File: src/rtl/ysyx_22040750_pipe_buf.sv
// ysyx_22040750_pipe_buf
// Elastic DEPTH-entry pipeline-stage buffer under the valid/allowin/allowout
// handshake, with stall, flush and optional bubble substitution.
//
// Build option: define YSYX_22040750_PIPE_BUBBLE_EN to turn a flush into
// "mark everything as a bubble" instead of "discard everything". In the
// default build O_bubble is tied low and the BUBBLE_* parameters never
// affect O_data.
//
// Storage is a circular buffer with read/write pointers that wrap at
// DEPTH-1 -> 0, so non-power-of-two depths are handled. Payload entries
// carry no reset; O_data is forced to zero while the buffer is empty, so
// stale contents are never visible.

module ysyx_22040750_pipe_buf #(
    parameter int                DATA_W      = 64,
    parameter int                DEPTH       = 2,
    parameter logic [DATA_W-1:0] BUBBLE_MASK = DATA_W'(64'h0000_0000_FFFF_FFFF),
    parameter logic [DATA_W-1:0] BUBBLE_VAL  = DATA_W'(64'h0000_0000_0000_0013)
) (
    input  logic                         I_sys_clk,
    input  logic                         I_rst_n,
    input  logic                         I_valid,
    input  logic [DATA_W-1:0]            I_data,
    output logic                         O_allowin,
    input  logic                         I_allowout,
    input  logic                         I_stall,
    input  logic                         I_flush,
    output logic                         O_valid,
    output logic [DATA_W-1:0]            O_data,
    output logic                         O_bubble,
    output logic [$clog2(DEPTH+1)-1:0]   O_count
);

    localparam int               PTR_W    = (DEPTH > 1) ? $clog2(DEPTH) : 1;
    localparam int               CNT_W    = $clog2(DEPTH + 1);
    localparam logic [CNT_W-1:0] DEPTH_C  = CNT_W'(DEPTH);
    localparam logic [PTR_W-1:0] LAST_PTR = PTR_W'(DEPTH - 1);

    // Payload storage (no reset needed, gated by occupancy on the way out)
    logic [DATA_W-1:0] mem_q [DEPTH];

    logic [PTR_W-1:0] rd_ptr_q, rd_ptr_d;
    logic [PTR_W-1:0] wr_ptr_q, wr_ptr_d;
    logic [CNT_W-1:0] count_q, count_d;

    logic              empty;
    logic              pop;
    logic              push;
    logic              mem_we;
    logic              head_bubble;
    logic [DATA_W-1:0] head_raw;

    // Wrap-around increment that also works when DEPTH is not a power of two
    function automatic logic [PTR_W-1:0] next_ptr(input logic [PTR_W-1:0] p);
        return (p == LAST_PTR) ? '0 : p + PTR_W'(1);
    endfunction

    // Handshake: allowin depends only on state, stall and allowout (pop-through)
    always_comb begin
        empty     = (count_q == '0);
        O_valid   = ~empty & ~I_stall;
        pop       = O_valid & I_allowout;
        O_allowin = (count_q < DEPTH_C) | pop;
        push      = I_valid & O_allowin;
    end

    // Pointer and occupancy update; a discarding flush empties the buffer
    always_comb begin
        rd_ptr_d = rd_ptr_q;
        wr_ptr_d = wr_ptr_q;
        count_d  = count_q;
        if (pop) begin
            rd_ptr_d = next_ptr(rd_ptr_q);
        end
        if (push) begin
            wr_ptr_d = next_ptr(wr_ptr_q);
        end
        case ({push, pop})
            2'b10:   count_d = count_q + CNT_W'(1);
            2'b01:   count_d = count_q - CNT_W'(1);
            default: count_d = count_q;
        endcase
`ifndef YSYX_22040750_PIPE_BUBBLE_EN
        // The popped head (if any) already left; everything else is dropped,
        // including a push arriving in the same cycle.
        if (I_flush) begin
            rd_ptr_d = '0;
            wr_ptr_d = '0;
            count_d  = '0;
        end
`endif
    end

`ifdef YSYX_22040750_PIPE_BUBBLE_EN
    assign mem_we = push;
`else
    assign mem_we = push & ~I_flush;
`endif

    // Control state registers with asynchronous active-low reset
    always_ff @(posedge I_sys_clk or negedge I_rst_n) begin
        if (!I_rst_n) begin
            rd_ptr_q <= '0;
            wr_ptr_q <= '0;
            count_q  <= '0;
        end else begin
            rd_ptr_q <= rd_ptr_d;
            wr_ptr_q <= wr_ptr_d;
            count_q  <= count_d;
        end
    end

    // Payload write at the tail slot
    always_ff @(posedge I_sys_clk) begin
        if (mem_we) begin
            mem_q[wr_ptr_q] <= I_data;
        end
    end

`ifdef YSYX_22040750_PIPE_BUBBLE_EN
    // Per-slot bubble flags plus a pending-flush flag that bubbles the next push
    logic [DEPTH-1:0] bub_q, bub_d;
    logic             pend_q, pend_d;

    // A flush marks every slot; slots that are empty are rewritten on their
    // next push, so marking them too is harmless.
    always_comb begin
        bub_d  = bub_q;
        pend_d = pend_q;
        if (I_flush) begin
            bub_d = '1;
        end
        if (push) begin
            bub_d[wr_ptr_q] = I_flush | pend_q;
            pend_d          = 1'b0;
        end else if (I_flush) begin
            pend_d = 1'b1;
        end
    end

    // Bubble state registers
    always_ff @(posedge I_sys_clk or negedge I_rst_n) begin
        if (!I_rst_n) begin
            bub_q  <= '0;
            pend_q <= 1'b0;
        end else begin
            bub_q  <= bub_d;
            pend_q <= pend_d;
        end
    end

    assign head_bubble = ~empty & bub_q[rd_ptr_q];
`else
    assign head_bubble = 1'b0;
`endif

    // Head presentation: substitution under the mask for bubbles, zero when empty
    always_comb begin
        head_raw = mem_q[rd_ptr_q];
        if (empty) begin
            O_data = '0;
        end else if (head_bubble) begin
            O_data = (head_raw & ~BUBBLE_MASK) | (BUBBLE_VAL & BUBBLE_MASK);
        end else begin
            O_data = head_raw;
        end
        O_bubble = head_bubble;
        O_count  = count_q;
    end

endmodule

File: config.mk
export PLATFORM = sky130hd
export DESIGN_NAME = ysyx_22040750_pipe_buf
export DESIGN_NICKNAME = d
export VERILOG_FILES = /design/src/rtl/ysyx_22040750_pipe_buf.sv
export SDC_FILE = /design/constraint.sdc
export NUM_CORES = 1
export LEC_CHECK = 0
export BUFFER_PORTS_ARGS = -buffer_cell sky130_fd_sc_hd__buf_2
export CAP_MARGIN = 20
export CORE_UTILIZATION = 25
export CTS_CLUSTER_SIZE = 30
export DETAILED_ROUTE_END_ITERATION = 8
export GPL_TIMING_DRIVEN = 0
export PLACE_DENSITY_LB_ADDON = 0.3
export SLEW_MARGIN = 20
export SYNTH_ARGS = -nofsm -noshare
export SYNTH_HDL_FRONTEND = slang
export SYNTH_SLANG_ARGS = --single-unit
File: constraint.sdc
create_clock -name I_sys_clk -period 16.05 [get_ports I_sys_clk]
set_clock_uncertainty 0.2 [all_clocks]
set_input_delay 1.605 -clock I_sys_clk [delete_from_list [all_inputs] [get_ports I_sys_clk]]
set_output_delay 1.605 -clock I_sys_clk [all_outputs]
set_load 0.01 [all_outputs]
=== After elaboration in Yosys (flattened, before gate mapping) ===
Memories as Yosys holds them, arrays and structs flattened.
Cells that the tools add are included.

* Flip-flop bits (word level): 4
* RAM bits: 128
* Output and inout bits: 69
* Logic and storage cells: 34
* Memories kept: 1

* Add/sub/neg operators: 4
* $lt $le $gt $ge: 1
* Eq/ne operators: 2
* Multiplexer cells: 11
* Bitwise logic cells: 8
* Reductions and logical operators: 4

{| class="wikitable"
|+ Memories
! name !! depth !! width !! rd ports !! clocked after Yosys merged registers in !! wr ports !! line !! source
|-
| mem_q || 2 || 64 || 1 || 0 || 1 || 41 || <nowiki>logic [DATA_W-1:0] mem_q [DEPTH];</nowiki>
|}

{| class="wikitable"
|+ Operators with widths
! operator !! number
|-
| 64-bit 2-to-1 mux || 1
|-
| 1-bit 2-to-1 mux || 8
|-
| 1-bit AND || 4
|-
| 2-bit one-hot mux with 2 select lines || 1
|-
| 2-bit nonzero test || 2
|-
| 1-bit inverter || 3
|-
| 3-bit nonzero test || 1
|-
| 1-bit adder, second input constant || 2
|-
| 2-bit by 1-bit adder with 2-bit output, second input constant || 1
|-
| 2-bit by 1-bit == test with 1-bit output, second input constant || 1
|-
| 2-bit == test, second input constant || 1
|-
| 2-bit logical NOT || 1
|-
| 2-bit < comparator, second input constant || 1
|-
| 2-bit 2-to-1 mux || 1
|-
| 2-bit by 1-bit subtractor with 2-bit output, second input constant || 1
|-
| 1-bit bitwise OR || 1
|}

=== Depth between registers and ports, before layout ===
* Depth in word-level cells: 9
* Depth in mapped cells: 4

=== Worst setup path before layout ===
No wires, ideal clock.

* Path type: input -> register
* Start point: in I_stall
* End point: mem mem_q[1][0] (enable)
* Library setup time: 0.578 ns
* Arrival: 6.752 ns
* Slack: 8.520 ns
* Cell stages on the path: 4
* Path buffers: 1
* Path through: nand2b_4 -> buf_6 -> a21bo_2 -> nor3b_1

* Word-level cells in the longest chain between the ends: 8

{| class="wikitable"
|+ Ends and longest elaborated chain
! what !! line !! source
|-
| start: declaration || 27 || <nowiki>input logic I_stall,</nowiki>
|-
| 1-bit inverter || 62 || <nowiki>O_valid = ~empty & ~I_stall;</nowiki>
|-
| 1-bit AND || 62 ||
|-
| 1-bit AND || 63 || <nowiki>pop = O_valid & I_allowout;</nowiki>
|-
| 1-bit bitwise OR || 64 || <nowiki>O_allowin = (count_q < DEPTH_C) | pop;</nowiki>
|-
| 1-bit AND || 65 || <nowiki>push = I_valid & O_allowin;</nowiki>
|-
| 1-bit AND || 98 || <nowiki>assign mem_we = push & ~I_flush;</nowiki>
|-
| 1-bit 2-to-1 mux || 116 || <nowiki>if (mem_we) begin</nowiki>
|-
| 1-bit 2-to-1 mux (not written as such) || 117 || <nowiki>mem_q[wr_ptr_q] <= I_data;</nowiki>
|-
| end: declaration || 41 ||
|}

No other way between the ends.

=== Worst setup path in the final report ===
* Start point: in I_stall
* End point: out O_allowin

* Word-level cells in the longest chain between the ends: 4

{| class="wikitable"
|+ Ends and longest elaborated chain
! what !! line !! source
|-
| 1-bit inverter || 62 ||
|-
| 1-bit AND || 62 ||
|-
| 1-bit AND || 63 ||
|-
| 1-bit bitwise OR || 64 ||
|-
| end: declaration || 25 || <nowiki>output logic O_allowin,</nowiki>
|}

No other way between the ends.

==> results by group <==
Layout
  • Synthesis-to-layout area growth: 34.0%
  • Share of layout cells above drive strength 1: 0.415
  • Nets: 542
  • Fin cells: about 750
  • # diodes: 0
  • Final core occ: 0.345
  • Design area: slightly below 0.007 mm²

Yosys
  • Syn nets: 369
  • Count leader, synth: edfxtp_1
  • Asr flop ratio synth: 0.0303
  • Netlist cell types: 23
  • Post-Syn Area: 0.00508 mm²
  • Cells after Synth: ~300
  • Syn avg cell area: ~17 µm²
  • Ys Warns: 0
  • Top FF cell, synth: edfxtp_1
  • Most frequent cells after synthesis: edfxtp_1 (128), nor2_1 (67), mux2i_1 (65), buf_2 (7), buf_4 (6)
  • Synth top area cells: edfxtp_1 (76%), mux2i_1 (13%), nor2_1 (4.9%)
  • Top-area cell type share of the netlist area: 0.756
  • Yosys top cell by area: edfxtp_1
  • EDFF count, synth: ~130
  • Synthesized flop and latch total: 132
  • Seq/Total Area, Yosys: 0.776

Drt
  • # DRC: 0
  • Drt total wl: 10800 µm
  • Pre-Repair DR Iteration Count: 4
  • Antenna-violating nets left: 0
  • Avg WL per Cell: 14.4 µm
  • DRT iter0 DRCs: 96
  • Vias: approximately 3000
  • Vias per cell: 4.03

Worst hold path
  • HP Start: O_count[0]
  • Hold Path Depth: 1
  • Min-Delay Endpoint: O_count[0]
  • Hold Crit Class: reg -> reg

Clocking
  • PostCTS Resize Cnt: 0
  • CTS sink cnt: roughly 130
  • Post-CTS Setup Inserts: 0
  • Clock latency on the worst-skew pair: ~0.40 ns
  • CTS H-tree depth: 4
  • CTS Hold Buffers Added: 0
  • Clock tree from TritonCTS: built
  • Root buf cell: clkbuf_16
  • CTS Buf Count: 17
  • Clk slew on worst S/H paths: 0.05 ns
  • Clk buf depth: 2

Worst setup path
  • R2R Setup Slk: 13.59 ns
  • CP top delay family: buffers and inverters
  • Critical path type: in -> out
  • Biggest cell delay along the critical path: around 0.14 ns
  • CP bufs+invs: 3
  • CP most frequent cell: buf_2
  • Crit end category: output port
  • R2R cell count: 6
  • Startpoint types: input pin
  • Cell Chain, Critical Path: buf_2, nand2b_4, buf_6, nand2_1, buf_2
  • Reg-to-Reg End: mem_q[1][8]
  • Slowest cell on crit path: nand2b_4
  • RR Startpoint: O_count[1]
  • Critical path peak fanout: 8
  • WP data required: 14.24 ns
  • Worst Path Arrival: roughly 2.2 ns

Global routing
  • Vias in the first global route: 3256
  • Largest net degree at the start of global routing: 17
  • Initial antenna violation count: 1
  • First-pass GRT wire length: 16300 µm
  • GR Overflow Total: 0
  • Total global-route track usage: 0.108

Timing
  • Min Tclk post-route: 3.98 ns
  • Hold Vio Cnt, Final: 0
  • Worst Setup Slack, final: 12.07 ns
  • Tcrit/Tclk final: 0.248
  • Setup-failing EPs final: 0
  • Setup_tns: 0 ns
  • Tightest Pin Transition: 0.541 ns
  • Min Hold Slack: 0.350 ns
  • F_max: 251 MHz
  • Max-slew violations: 0
  • Max_slew headroom: 0.637
  • RSZ-0062 raised after global routing: false

Floorplan
  • Starting Density: 0.258
  • Die height: 145 µm
  • Core Rows: 51
  • DIE AREA: approximately 0.021 mm²
  • Ports: 139
  • Die X-Extent: 145 µm
  • Core Area: 0.0197 mm²

Placed design
  • DP HPWL: 7870 µm
  • Post-DP Area: 0.00626 mm²
  • DP Cell Count: 718
  • Dpl ws: 12.00 ns
  • Routability cong.: approximately 0.64
  • I/O Buffers: about 140

Pwr
  • Switching share of total power: 0.228
  • Power per Cell Area: ~130 mW/mm²
  • Max IR drop VDD: 0.0653 mV
  • Internal: 658 µW
  • Power Total: 851 µW
  • Switching power: roughly 190 µW
  • Leak pwr: around 2.6 nW
  • Sequential share of power: 0.468
  • Clk network pwr share: 0.427
  • Gate power share: 0.105

Status
  • Status: completed

Job
  • Max-cap violations: 0
[how the worst max path moves through the flow]
stage,start,endpoint,slack [ns],cells after the start
6_report,I_stall,O_allowin,12.07,5
5_1_grt,O_count[1],O_data[13],11.95,5
4_1_cts,I_stall,O_allowin,12.07,5
3_5_place_dp,I_stall,mem_q[1][6],12.00,9
3_3_place_gp,I_stall,mem_q[1][6],5.15,5
2_1_floorplan,I_stall,mem_q[1][0],8.52,4
[worst register-to-register path, cell delays in order, from the launching register on]
cell and delay [ns]:
dfrtp_1 0.45, a21bo_2 0.26, nor3b_2 0.49, buf_4 0.24, buf_4 0.19, buf_4 0.20, buf_6 0.15
[cells by family after synthesis]
family	Yosys count	synth area share
simple gates	77	0.0633
flops	132	0.776
mux	66	0.130
other cells	1	0.000738
compound gates	7	0.0101
buf+inv	16	0.0195
[sequential cells by signal, summed over array words and instances (netlist names)]
register / count
O_count: 2
mem_q: 128
rd_ptr_q: 1
wr_ptr_q: 1
[cell type report]
cell class	instances	area [µm²]
fillers	1916	12900
flip-flops and latches	132	3940
multi-input cells	151	1050
repair buffers	154	836
clock buffers	20	437
well taps	265	332
clock inverters	11	113
plain buffers	16	98.8
[power by group through the flow]
stage / registers (mW) / logic [mW] / clock network [mW]
2_1_floorplan: 0.407 / 0.0467 / 0
3_3_place_gp: 0.409 / 0.0856 / 0
3_5_place_dp: 0.406 / 0.0918 / 0
4_1_cts: 0.399 / 0.0921 / 0.376
5_1_grt: 0.400 / 0.0998 / 0.390
6_report: 0.399 / 0.0893 / 0.363
[cells in the final DEF (no fill, tap or decap), types with 4 or more instances in the layout]
cell type  count
buf_4         17
clkbuf_1       5
dfrtp_1        4
edfxtp_1     128
clkinv_2       5
nor2_1        67
mux2i_1       65
buf_2        144
buf_6          7
clkbuf_16     17
[metal layers]
metal,part of all wire,track usage
met5,0,0
met4,0.011,0.0432
met3,0.068,0.0470
met2,0.51,0.190
met1,0.41,0.111
Power figures use the tool's default switching activity.
